==> src/rtl/mult_pkg.sv <==
// Shared types and helpers for the sequential shift-add multiplier.
package mult_pkg;

    typedef enum logic [1:0] {
        IDLE = 2'd0,
        BUSY = 2'd1,
        DONE = 2'd2
    } mult_state_t;

    localparam int MULT_WIDTH_DEFAULT = 8;

    // Counter must hold the value WIDTH itself, hence WIDTH+1 codes.
    function automatic int mult_cnt_width(input int width);
        return $clog2(width + 1);
    endfunction

endpackage

==> src/rtl/mult_abs.sv <==
// Combinational conditional two's-complement negate; used for operand
// magnitudes and for the final product sign fix-up.
module mult_abs #(
    parameter int WIDTH = 8
) (
    input  logic [WIDTH-1:0] i_val,
    input  logic             i_neg,
    output logic [WIDTH-1:0] o_val
);

    logic [WIDTH-1:0] w_one;

    assign w_one = {{(WIDTH-1){1'b0}}, 1'b1};
    assign o_val = i_neg ? (~i_val + w_one) : i_val;

endmodule

==> src/rtl/mult_seq.sv <==
// Sequential shift-add multiplier, one multiplier bit per clock, signed or
// unsigned, with valid/ready handshakes on input and output.
module mult_seq
    import mult_pkg::*;
#(
    parameter int WIDTH = MULT_WIDTH_DEFAULT
) (
    input  logic                 clk,
    input  logic                 rst,
    input  logic                 in_valid,
    output logic                 in_ready,
    input  logic [WIDTH-1:0]     A,
    input  logic [WIDTH-1:0]     B,
    input  logic                 SIGNED,
    output logic                 out_valid,
    input  logic                 out_ready,
    output logic [2*WIDTH-1:0]   P
);

    localparam int CW = mult_cnt_width(WIDTH);
    localparam logic [CW-1:0] CNT_LOAD = CW'(WIDTH);
    localparam logic [CW-1:0] CNT_ONE  = {{(CW-1){1'b0}}, 1'b1};

    mult_state_t          r_state;
    logic [WIDTH-1:0]     r_mcand;
    logic [WIDTH-1:0]     r_mpr;
    logic [2*WIDTH-1:0]   r_acc;
    logic [CW-1:0]        r_cnt;
    logic                 r_neg;
    logic [2*WIDTH-1:0]   r_p;
    logic                 r_in_ready;
    logic                 r_out_valid;

    logic                 w_neg_a;
    logic                 w_neg_b;
    logic [WIDTH-1:0]     w_mag_a;
    logic [WIDTH-1:0]     w_mag_b;
    logic [WIDTH:0]       w_addend;
    logic [WIDTH:0]       w_sum;
    logic [2*WIDTH-1:0]   w_acc_next;
    logic [2*WIDTH-1:0]   w_prod;

    assign w_neg_a = SIGNED & A[WIDTH-1];
    assign w_neg_b = SIGNED & B[WIDTH-1];

    // -2^(W-1) negates to itself, which read as unsigned is the right magnitude.
    mult_abs #(.WIDTH(WIDTH)) u_abs_a (
        .i_val (A),
        .i_neg (w_neg_a),
        .o_val (w_mag_a)
    );

    mult_abs #(.WIDTH(WIDTH)) u_abs_b (
        .i_val (B),
        .i_neg (w_neg_b),
        .o_val (w_mag_b)
    );

    assign w_addend   = r_mpr[0] ? {1'b0, r_mcand} : {(WIDTH+1){1'b0}};
    assign w_sum      = {1'b0, r_acc[2*WIDTH-1:WIDTH]} + w_addend;
    assign w_acc_next = {w_sum, r_acc[WIDTH-1:1]};

    mult_abs #(.WIDTH(2*WIDTH)) u_abs_p (
        .i_val (w_acc_next),
        .i_neg (r_neg),
        .o_val (w_prod)
    );

    // FSM and datapath; all outputs come straight from registers.
    always_ff @(posedge clk or posedge rst) begin
        if (rst) begin
            r_state     <= IDLE;
            r_mcand     <= {WIDTH{1'b0}};
            r_mpr       <= {WIDTH{1'b0}};
            r_acc       <= {(2*WIDTH){1'b0}};
            r_cnt       <= {CW{1'b0}};
            r_neg       <= 1'b0;
            r_p         <= {(2*WIDTH){1'b0}};
            r_in_ready  <= 1'b1;
            r_out_valid <= 1'b0;
        end else begin
            case (r_state)
                IDLE: begin
                    if (in_valid) begin
                        r_mcand    <= w_mag_a;
                        r_mpr      <= w_mag_b;
                        r_neg      <= w_neg_a ^ w_neg_b;
                        r_acc      <= {(2*WIDTH){1'b0}};
                        r_cnt      <= CNT_LOAD;
                        r_state    <= BUSY;
                        r_in_ready <= 1'b0;
                    end
                end
                BUSY: begin
                    r_acc <= w_acc_next;
                    r_mpr <= r_mpr >> 1;
                    r_cnt <= r_cnt - CNT_ONE;
                    if (r_cnt == CNT_ONE) begin
                        r_state     <= DONE;
                        r_p         <= w_prod;
                        r_out_valid <= 1'b1;
                    end
                end
                DONE: begin
                    if (out_ready) begin
                        r_state     <= IDLE;
                        r_out_valid <= 1'b0;
                        r_in_ready  <= 1'b1;
                    end
                end
                default: begin
                    r_state     <= IDLE;
                    r_out_valid <= 1'b0;
                    r_in_ready  <= 1'b1;
                end
            endcase
        end
    end

    assign in_ready  = r_in_ready;
    assign out_valid = r_out_valid;
    assign P         = r_p;

endmodule

==> config.mk <==
export PLATFORM = sky130hd
export DESIGN_NAME = mult_seq
export DESIGN_NICKNAME = d
export VERILOG_FILES = /design/src/rtl/mult_pkg.sv /design/src/rtl/mult_abs.sv /design/src/rtl/mult_seq.sv
export SDC_FILE = /design/constraint.sdc
export NUM_CORES = 1
export LEC_CHECK = 0
export CAP_MARGIN = 20
export CELL_PAD_IN_SITES_DETAIL_PLACEMENT = 0
export CELL_PAD_IN_SITES_GLOBAL_PLACEMENT = 1
export CORE_UTILIZATION = 44
export DETAILED_ROUTE_END_ITERATION = 10
export GPL_ROUTABILITY_DRIVEN = 0
export PLACE_DENSITY = 0.82
export SYNTH_ARGS = -nofsm -noshare
export SYNTH_HDL_FRONTEND = slang
export SYNTH_HIERARCHICAL = 1
export SYNTH_SLANG_ARGS = --single-unit
==> constraint.sdc <==
create_clock -name clk -period 3.82 [get_ports clk]
set_input_delay 0.764 -clock clk [delete_from_list [all_inputs] [get_ports clk]]
set_output_delay 0.764 -clock clk [all_outputs]
set_load 0.01 [all_outputs]
# == Word level (Yosys, flattened, before mapping) ==
# Index checks and enable logic that the tools add are counted.
# classes
n_addsub,5
eq_ne,6
mux,20
bitwise_logic,8
n_reduce_logical,8
# ops
operator,count
16-bit two-way mux,2
8-bit two-way mux,4
16-bit case mux with 2 select lines,1
16-bit by 1-bit adder with 16-bit output (second input constant),1
8-bit by 1-bit adder with 8-bit output (second input constant),2
16-bit NOT,1
8-bit NOT,2
8-bit case mux with 2 select lines,1
8-bit by 8-bit adder with 9-bit output,1
3-bit AND reduction,3
4-bit case mux with 2 select lines,1
2-bit two-way mux,3
2-bit inequality test (second input constant),3
1-bit case mux with 3 select lines,2
2-bit case mux with 3 select lines,1
2-bit AND reduction,3
4-bit by 1-bit equality test with 1-bit output (second input constant),1
1-bit two-way mux,4
4-bit two-way mux,1
4-bit by 1-bit subtractor with 4-bit output (second input constant),1
1-bit bitwise AND,2
2-bit by 1-bit equality test with 1-bit output (second input constant),1
2-bit equality test (second input constant),1
2-bit logical NOT,1
3 further kinds,4
# word_totals
reg_bits,57
input_bits,21
out_inout_bits,18
word_cells,56

# == Depth between registers and ports, before layout ==
# Gate-level depths: netlist of the first run.
# depth
word_depth,5
mapped_depth,12
ltp_nobuf,12

# == By module ==
# The synthesis of the first run kept the hierarchy.
# by_module_without_submodules
mod,instances,cells_per_inst,area_per_inst_um2
mult_seq,1,258,2651.3
mult_abs at u_abs_p,1,48,355.3
mult_abs at u_abs_a ...,2,21,171.4

# == Worst setup path after synthesis of the first run ==
# Ideal clock, no wire load.
# synth_timing
path_kind,register to register
startpoint,register r_mpr[0]
endpoint,"register r_p[15], in the netlist P[15]"
setup_time_ns,0.125
arrival_ns,2.700
slack_ns,0.994
path_stages_with_launch,13
n_path_buf,0
path_cell_list,dfrtp_1 -> and2_1 -> ha_1 -> fa_1 -> a21o_1 -> a31o_2 -> a211oi_1 -> nor2_1 -> nor2_1 -> nand3_1 -> o31ai_2 -> xnor2_1 -> mux2_4
# synth_between
elab_chain_cells,5
# synth_lines
item,line_no,source
start: declaration,mult_seq.sv:26,logic [WIDTH-1:0] r_mpr;
start signal: assignment,mult_seq.sv:74,r_mpr <= {WIDTH{1'b0}};
start signal: assignment,mult_seq.sv:86,r_mpr <= w_mag_b;
start signal: assignment,mult_seq.sv:96,r_mpr <= r_mpr >> 1;
8-bit two-way mux,mult_seq.sv:59,"assign w_addend = r_mpr[0] ? {1'b0, r_mcand} : {(WIDTH+1){1'b0}};"
8-bit by 8-bit adder with 9-bit output,mult_seq.sv:60,"assign w_sum = {1'b0, r_acc[2*WIDTH-1:WIDTH]} + w_addend;"
via w_sum[6],mult_seq.sv:39,logic [WIDTH:0] w_sum;
16-bit NOT,mult_abs.sv:14,assign o_val = i_neg ? (~i_val + w_one) : i_val;
16-bit by 1-bit adder with 16-bit output,mult_abs.sv:14,
16-bit two-way mux,mult_abs.sv:14,
via w_prod[15],mult_seq.sv:41,logic [2*WIDTH-1:0] w_prod;
end signal: assignment,mult_seq.sv:78,r_p <= {(2*WIDTH){1'b0}};
end signal: assignment,mult_seq.sv:100,r_p <= w_prod;
end: declaration,mult_seq.sv:30,logic [2*WIDTH-1:0] r_p;
# The timed path passes the listed nets, and every way through them passes these cells.
# A chain may end at the register's enable or synchronous reset.

# == Worst setup path after layout of the first run ==
# Ends and elaborated chain as after synthesis.

==> impl_metrics.tcl, run 1 <==
set metrics [dict create \
    setup_viol 0 \
    fin_setup_tns_ps 0 \
    insertion_delay_ps 310 \
    finalCritPeriodShare_pct 79.7 \
    hold_path_end "in_ready$_DFFE_PP1P_" \
    skew_ps 11.9 \
    ios 39 \
    period_needed_ps 3040 \
    drt_iter0_drc 122 \
    ant_nets 0 \
    cp.required_ps 4020 \
    dp_hpwl_mm 4.47 \
    synthArstFlopShare_pct 100 \
    fmax_mhz 329 \
    cts_setup_buffers 0 \
    p_leak_nw 1.72 \
    grt_pass1_vias 2323 \
    cpMaxStageDelayCell "dfrtp_1" \
    r2r-start "r_mpr[0]$_DFFE_PP0P_" \
    clockRootBuffer "clkbuf_8" \
    r2r_cells 12 \
    cp.arrival_ps 3250 \
    overflow 0 \
    cts-resized-gates 0 \
    yosysTopAreaCell "dfrtp_1" \
    slowest_delay_ps 450 \
    cts_max_level 2 \
    syn2layout_area_growth_pct 16.2 \
    core-area_um2 7290 \
    rsz0062_at_grt "no" \
    ys_types 44 \
    synth_top_area_share_pct 41.1 \
    n_antenna_cell 0 \
    netlist_area_um2 3350 \
    clk_pin_slew_ps 100 \
    critPathKind "register to register" \
    syn_avg_cell_area_um2 9.62 \
    end_kind "register" \
    start_kind "register" \
    fin_util_pct 53.4 \
    holdPathStages 2 \
    die-area_um2 7970 \
    cts_tree "built" \
    finalHoldViolCount 0 \
    synth_edf_count 0 \
    final_common_cell "nand2_1" \
    fp.dieH_um 89.3 \
    num_rows 31 \
    whs_ps 466 \
    io_buffers 38 \
    critPathTopFamily "compound AO/OA/AOI/OAI gates" \
    drt_pass1_iterations 4 \
    power_density_nw_per_um2 752 \
    wl_per_cell_um 12.3 \
    vias 2472 \
    worst-path-max-fanout 9 \
    relSlewSlack_pct 42.3 \
    r2r-end "P[15]$_DFFE_PP0P_" \
    numCtsBuffers 5 \
    ys_ff_latch 56 \
    drv_slew 0 \
    status "complete, no violations" \
    final_nets 418 \
    layout_common_cells "nand2_1, dfrtp_1, clkdlybuf4s50_1" \
    ys_seq_area_share_pct 41.9 \
    hp-start "in_ready$_DFFE_PP1P_" \
    path_common_cell "nor2_1" \
    cts.sinks 56 \
    synth.area.top_cells "dfrtp_1, nand2_1, xnor2_1" \
    crit_chain "and2_1, ha_1, fa_1, a21o_1, a31o_2, a211oi_1, nor2_1, nor2_1, nand3_1, o31ai_2, xnor2_1, mux2_4" \
    drv_cap 0 \
    drt-vias-per-instance 5.12 \
    drive_above_1_share_pct 12.8 \
    syn_nets 383 \
    r2r_slack_ps 780 \
    yosysWarnings 6 \
    synthesis.instances 348 \
    clock_path_buffers 2 \
    initial_core_util_pct 45.9 \
    vdd_drop_max_mv 0.221 \
    hold_path_class "register to register" \
    cts_hold_buf 0 \
    wl_mm 5.95 \
    route.detailed.drc 0 \
    ys.flop_type "dfrtp_1" \
    grt_first_pass_wirelength_mm 10.3 \
    die_x_um 89.3 \
    grt_max_degree 32 \
    grt_usage_pct 16.6 \
    antenna_found_initial 0 \
    path_buf_inv 0 \
    tightest_slew_ps 866 \
]
-- per-layer routing --
metal / vias up / GRT usage, % / share of wire (%)
li1: 1258 / - / -
met1: 1163 / 21.2 / 48
met2: 45 / 28.9 / 48
met3: 6 / 2.77 / 2.8
met4: 0 / 5.19 / 1.3
met5: - / 0 / 0
-- state kept, by name, summed over array words and instances (netlist names) --
| register | count |
|---|---|
| in_ready | 1 |
| r_neg | 1 |
| r_mpr | 8 |
| P | 16 |
| r_mcand | 8 |
| r_cnt | 4 |
| r_state | 2 |
| r_acc | 15 |
| out_valid | 1 |
-- how the worst max path moves through the flow --
stage | startpoint | slack, ps | to | depth (start not counted)
2_1_floorplan | r_mpr[0]$_DFFE_PP0P_ | 990 | P[15]$_DFFE_PP0P_ | 12
3_3_place_gp | r_mpr[0]$_DFFE_PP0P_ | 850 | P[15]$_DFFE_PP0P_ | 12
3_5_place_dp | r_mpr[0]$_DFFE_PP0P_ | 770 | P[15]$_DFFE_PP0P_ | 12
4_1_cts | r_mpr[0]$_DFFE_PP0P_ | 760 | P[15]$_DFFE_PP0P_ | 12
5_1_grt | r_mpr[0]$_DFFE_PP0P_ | 520 | P[14]$_DFFE_PP0P_ | 12
6_report | r_mpr[0]$_DFFE_PP0P_ | 780 | P[15]$_DFFE_PP0P_ | 12
-- cell type report --
type	count	area, µm²
Fill cell	695	3400
Multi-Input combinational cell	267	1830
Sequential cell	56	1400
Timing Repair Buffer	42	410
Tap cell	99	124
Clock buffer	7	76.3
Inverter	11	41.3
Clock inverter	1	8.76
-- worst min-delay path, stage by stage (launching register included) --
cell	delay (ps)
dfstp_2	380
inv_1	40
a21oi_1	50
-- through the flow --
step | std cells | worst slack [ps] | area, µm² | total power [mW]
global placement | 475 | 853 | 3810 | 2.60
finish | 483 | 777 | 3890 | 2.93
CTS | 483 | 761 | 3890 | 2.97
global route | 483 | 518 | 3890 | 3.20
detailed placement | 475 | 770 | 3810 | 2.64
floorplan | 348 | 994 | 3350 | 2.19
-- synth_stat cells (all sizes together) (8+ instances only) --
library cell	number
o21ai	30
and2	10
mux2	16
inv	11
xnor2	28
nor2	11
dfrtp	55
clkbuf	8
o31ai	11
nand3	9
nand2	85
ha	13
-- power breakdown --
part           internal (mW)  total (mW)  switching (mW)
clock network          0.132       0.319           0.187
registers              0.856        1.07           0.211
logic                  0.748        1.54           0.793
-- logic make-up (layout without fill, tap and decap cells) --
family                     count (synthesis)  in the layout  share of synthesized area, %
DFF                                       56             56                          41.9
AOI/OAI and AO/OA                         70             70                          15.0
adders and majority gates                 14             14                          5.45
xor gates and xnor gates                  31             31                          8.11
and+or+nand+nor                          136            136                          19.8
buffers and inverters                     25             61                          3.51
muxes                                     16             16                          6.28
(Power assumes the default switching activity.)
==> inputs of run 2 (changes only) <==
==> constraint.sdc (replaced) <==
create_clock -name clk -period 2.9 [get_ports clk]
set_input_delay 0.58 -clock clk [delete_from_list [all_inputs] [get_ports clk]]
set_output_delay 0.58 -clock clk [all_outputs]
set_load 0.01 [all_outputs]
==> run 2 against run 1 <==
  * Combinational power grew 44%
  * Die area is the same
  * Cell count grew 2.5%
  * Design area grew 3.0%
  * Highest routed layer unchanged
  * Routed wire length grew 2.9%
  * Non-clock buffer count grew 12
  * Via count grew 2.3%
  * Worst setup slack lost 600 ps
==> impl_metrics.tcl, run 2 (synthesis gave the netlist of run 1 again) <==
set metrics [dict create \
    status "complete, no violations" \
    end_kind "register" \
    cpMaxStageDelayCell "dfrtp_1" \
    worst-path-max-fanout 2 \
    die_x_um 89.3 \
    io_buffers 38 \
    num-fill-cells 705 \
    final_common_cell "nand2_1" \
    final_cell_count_no_fill 495 \
    cp.arrival_ps 2930 \
    fin_setup_tns_ps 0 \
    dp_hpwl_mm 4.72 \
    dp_cells 484 \
    vdd_drop_max_mv 0.312 \
    slowest_delay_ps 390 \
    grt_usage_pct 16.8 \
    layout_common_cells "nand2_1, dfrtp_1, clkdlybuf4s50_1" \
    clk_pin_slew_ps 110 \
    finalHoldViolCount 0 \
    largest_reg_flops 16 \
    syn2layout_area_growth_pct 19.7 \
    drive_above_1_share_pct 17.2 \
    num_rows 31 \
    whs_ps 469 \
    wl_per_cell_um 12.4 \
    setup_viol 0 \
    tightest_slew_ps 565 \
    cp.depth 12 \
    ant_nets 0 \
    final_nets 430 \
    cts_max_level 2 \
    path_buf_inv 0 \
    cts.sinks 56 \
    clockRootBuffer "clkbuf_8" \
    overflow 0 \
    r2r_slack_ps 180 \
    drv_slew 0 \
    vias 2529 \
    fp.dieH_um 89.3 \
    numCtsBuffers 5 \
    grt_first_pass_wirelength_mm 10.5 \
    relSlewSlack_pct 62.3 \
    skew_ps 9.61 \
    n_antenna_cell 0 \
    crit_path_start "r_mcand[0]$_DFFE_PP0P_" \
    drv_cap 0 \
    initial_core_util_pct 45.9 \
    rsz0062_at_grt "no" \
    power_density_nw_per_um2 1010 \
    crit_chain "and2_1, ha_2, fa_2, a21o_1, a31o_2, a211oi_2, nor2_1, nor2_1, nand3_1, o31ai_2, xnor2_1, mux2_4" \
    clock_path_buffers 2 \
    hold_path_class "register to register" \
    endpoint "P[15]$_DFFE_PP0P_" \
    path_common_cell "nor2_1" \
    p_total_mw 4.07 \
    drt_pass1_iterations 4 \
    drt_iter0_drc 87 \
    wl_mm 6.13 \
    start_kind "register" \
    cts_tree "built" \
    drt-vias-per-instance 5.11 \
    cp.required_ps 3100 \
    finalCritPeriodShare_pct 94.0 \
    antenna_found_initial 0 \
    grt_pass1_vias 2331 \
    die-area_um2 7970 \
    ios 39 \
    grt_max_degree 24 \
    r2r-end "P[15]$_DFFE_PP0P_" \
    critPathTopFamily "compound AO/OA/AOI/OAI gates" \
    r2r-start "r_mcand[0]$_DFFE_PP0P_" \
    p_leak_nw 1.79 \
    route.detailed.drc 0 \
    r2r_cells 12 \
    fin_util_pct 55.0 \
    period_needed_ps 2720 \
    insertion_delay_ps 310 \
    critPathKind "register to register" \
    fmax_mhz 367 \
    core-area_um2 7290 \
]
run 2: power by group:
group          total (mW)  switching, mW  leakage (nW)  internal (mW)
logic                2.22           1.10          1.03           1.12
clock network       0.444          0.270        0.0485          0.174
registers            1.40          0.274         0.709           1.13
total                4.07           1.64          1.79           2.42
run 2: worst register-to-register path, cell delays in order, from the launching register on:
cell and delay (ps):
dfrtp_1 390, and2_1 160, ha_2 180, fa_2 360, a21o_1 200, a31o_2 250, a211oi_2 210, nor2_1 90
nor2_1 90, nand3_1 110, o31ai_2 220, xnor2_1 90, mux2_4 260
run 2: cell type report:
cell class	count	area [µm²]	area share (%)
Clock buffer	5	68.8	1.72
Clock inverter	3	22.5	0.562
Sequential cell	56	1400	35.0
Timing Repair Buffer	54	500	12.5
Tap cell	99	124	3.09
Inverter	11	41.3	1.03
Multi-Input combinational cell	267	1850	46.1
run 2: what timing repair did:
item / 4_1_cts / 5_1_grt
buffers inserted: 0 / 3
pin swaps: 0 / 6
endpoints found under the hold margin: 0 / 0
hold buffers: 0 / 0
setup endpoints to repair: 2 / 4
gates resized for setup: 3 / 3
run 2: worst min-delay path by stage:
stage,to,cells past startpoint,slack (ps),startpoint
2_1_floorplan,r_mcand[0]$_DFFE_PP0P_,2,440,r_mcand[0]$_DFFE_PP0P_
3_3_place_gp,r_mcand[0]$_DFFE_PP0P_,2,450,r_mcand[0]$_DFFE_PP0P_
3_5_place_dp,in_ready$_DFFE_PP1P_,2,460,in_ready$_DFFE_PP1P_
5_1_grt,in_ready$_DFFE_PP1P_,2,500,in_ready$_DFFE_PP1P_
6_report,in_ready$_DFFE_PP1P_,2,470,in_ready$_DFFE_PP1P_
4_1_cts,in_ready$_DFFE_PP1P_,2,470,in_ready$_DFFE_PP1P_
run 2: through the flow:
stage / setup WS, ps / instance area [µm²]
2_1_floorplan: 74.5 / 3350
3_3_place_gp: 35.2 / 3870
3_5_place_dp: -26.6 / 3870
4_1_cts: 12.5 / 3980
5_1_grt: 22.0 / 4010
6_report: 175 / 4010
run 2: per-layer routing:
metal	vias up	wire length (µm)	track usage [%]
met4	0	73	4.33
li1	1286	-	-
met5	-	0	0
met1	1184	2830	21.1
met3	7	233	2.68
met2	52	2990	30.1
==> inputs of run 3 (changes only) <==
--- a/config.mk
+++ b/config.mk
@@ -11,6 +11,7 @@
 export CORE_UTILIZATION = 44
 export DETAILED_ROUTE_END_ITERATION = 10
 export GPL_ROUTABILITY_DRIVEN = 0
+export GPL_TIMING_DRIVEN = 0
 export PLACE_DENSITY = 0.82
 export SYNTH_ARGS = -nofsm -noshare
 export SYNTH_HDL_FRONTEND = slang
==> run 3 against run 2 <==
  * First-iteration DRC count rose by 29%
  * Non-clock buffer count up 3
  * Via count up 1.7%
  * Worst setup slack worse by 160 ps
  * Hold slack got worse by 3.1 ps
  * Clock power up 16%
  * Clock skew shrank 1.8 ps
  * Flip-flop and latch count stayed put
  * Sequential power about the same
  * Design area grew 2.8%
  * Count of clock-buffer cells in the layout stayed put
  * Global-route usage is 1.5 points higher
  * Critical path type unchanged
  * Critical endpoint unchanged
  * Largest power group unchanged
==> impl_metrics.tcl, run 3 (synthesis gave the netlist of run 1 again) <==
set metrics [dict create \
    largest_reg_flops 16 \
    p_leak_nw 1.80 \
    setup_viol 0 \
    dp_hpwl_mm 4.90 \
    worst-path-max-fanout 3 \
    grt_pass1_vias 2502 \
    syn2layout_area_growth_pct 23.1 \
    drive_above_1_share_pct 18.5 \
    path_buf_inv 0 \
    die_x_um 89.3 \
    cp.arrival_ps 3090 \
    crit_chain "and2_4, ha_4, fa_2, a21o_1, a31o_2, a211oi_2, nor2_2, nor2_2, nand3_2, o31ai_4, xnor2_1, mux2_4" \
    p_total_mw 4.26 \
    io_buffers 38 \
    r2r_slack_ps 20 \
    critPathTopFamily "compound AO/OA/AOI/OAI gates" \
    ant_nets 0 \
    finalHoldViolCount 0 \
    n_antenna_cell 0 \
    period_needed_ps 2880 \
    skew_ps 7.83 \
    drt_pass1_iterations 4 \
    critPathKind "register to register" \
    final_nets 433 \
    grt_usage_pct 18.4 \
    numCtsBuffers 5 \
    clockRootBuffer "clkbuf_8" \
    place_ws_ps -218 \
    hp-start "in_ready$_DFFE_PP1P_" \
    num_rows 31 \
    core-area_um2 7290 \
    fin_setup_tns_ps 0 \
    vdd_drop_max_mv 0.363 \
    status "complete, no violations" \
    route.detailed.drc 0 \
    clock_path_buffers 2 \
    insertion_delay_ps 310 \
    wl_per_cell_um 13.4 \
    cts_max_level 2 \
    start_kind "register" \
    power_density_nw_per_um2 1030 \
    drv_slew 0 \
    layout_common_cells "nand2_1, dfrtp_1, clkdlybuf4s50_1" \
    clk_pin_slew_ps 100 \
    grt_first_pass_wirelength_mm 11.3 \
    cts.sinks 56 \
    fmax_mhz 347 \
    fin_ws_ps 18.9 \
    grt_max_degree 40 \
    overflow 0 \
    end_kind "register" \
    cts_tree "built" \
    final_common_cell "nand2_1" \
    cp.required_ps 3100 \
    initial_core_util_pct 45.9 \
    rsz0062_at_grt "yes" \
    finalCritPeriodShare_pct 99.3 \
    die-area_um2 7970 \
    path_common_cell "nor2_2" \
    antenna_found_initial 0 \
    holdPathStages 2 \
    tightest_slew_ps 594 \
    hold_path_class "register to register" \
    r2r-start "r_mpr[0]$_DFFE_PP0P_" \
    final_cell_count_no_fill 498 \
    drt-vias-per-instance 5.16 \
    wl_mm 6.67 \
    fp.dieH_um 89.3 \
    drv_cap 0 \
    relSlewSlack_pct 60.2 \
    r2r_cells 12 \
    cpMaxStageDelayCell "dfrtp_2" \
    ios 39 \
    drt_iter0_drc 112 \
    dp_cells 486 \
    vias 2571 \
    slowest_delay_ps 430 \
    r2r-end "P[15]$_DFFE_PP0P_" \
    hold_path_end "in_ready$_DFFE_PP1P_" \
]
-- run 3: cell types whose count changed in the layout (fill, tap and decap cells not counted), moves of 3 or more --
cell,before,now
and2_1,10,7
clkbuf_1,0,8
ha_4,0,3
buf_4,16,7
and2_4,0,3
-- run 3: repair_timing --
action	4_1_cts	5_1_grt
pin swaps	2	9
hold buffers	0	0
setup buffers	3	1
gates cloned	0	0
resized for setup	6	14
setup endpoints to repair	2	4
-- run 3: metrics by stage --
step | util [%] | hold slack [ps] | instance area, µm²
2_1_floorplan | - | 438 | 3350
3_5_place_dp | 53.1 | 455 | 3870
5_1_grt | 56.5 | 502 | 4120
4_1_cts | 55.3 | 471 | 4030
6_report | 56.5 | 466 | 4120
3_3_place_gp | 52.8 | 451 | 3850
-- run 3: worst max-delay path by stage --
stage	start	end	slack [ps]	depth (start not counted)
6_report	r_mpr[0]$_DFFE_PP0P_	P[15]$_DFFE_PP0P_	20	12
5_1_grt	r_mpr[0]$_DFFE_PP0P_	P[15]$_DFFE_PP0P_	-100	12
4_1_cts	r_mpr[0]$_DFFE_PP0P_	P[15]$_DFFE_PP0P_	30	12
3_5_place_dp	r_mpr[0]$_DFFE_PP0P_	P[15]$_DFFE_PP0P_	-220	12
3_3_place_gp	r_mpr[0]$_DFFE_PP0P_	P[15]$_DFFE_PP0P_	-200	12
2_1_floorplan	r_mpr[0]$_DFFE_PP0P_	P[15]$_DFFE_PP0P_	70	12
-- run 3: metal layers --
metal  global-route usage [%]  vias to the layer above  share of wire [%]
li1                         -                     1290                  -
met1                     23.0                     1219                 47
met2                     33.4                       54                 49
met3                     2.49                        8                2.8
met4                     4.33                        0               0.99
met5                        0                        -                  0
-- run 3: tightest hold or removal path: stages, from the launching register on --
cell	delay, ps
dfstp_2	380
inv_1	40
a21oi_1	50
-- run 3: where the power goes --
part	switching (mW)	internal, mW
combinational	1.20	1.14
sequential	0.274	1.13
clock	0.258	0.256
total	1.73	2.53
-- run 3: layout make-up --
class | count | area (µm²)
clock inverters | 3 | 42.5
fillers | 679 | 3170
well taps | 99 | 124
clock buffers | 5 | 68.8
inverters | 11 | 41.3
repair buffers | 43 | 443
flip-flops and latches | 56 | 1400
plain buffers | 14 | 76.3
multi-input cells | 267 | 1920
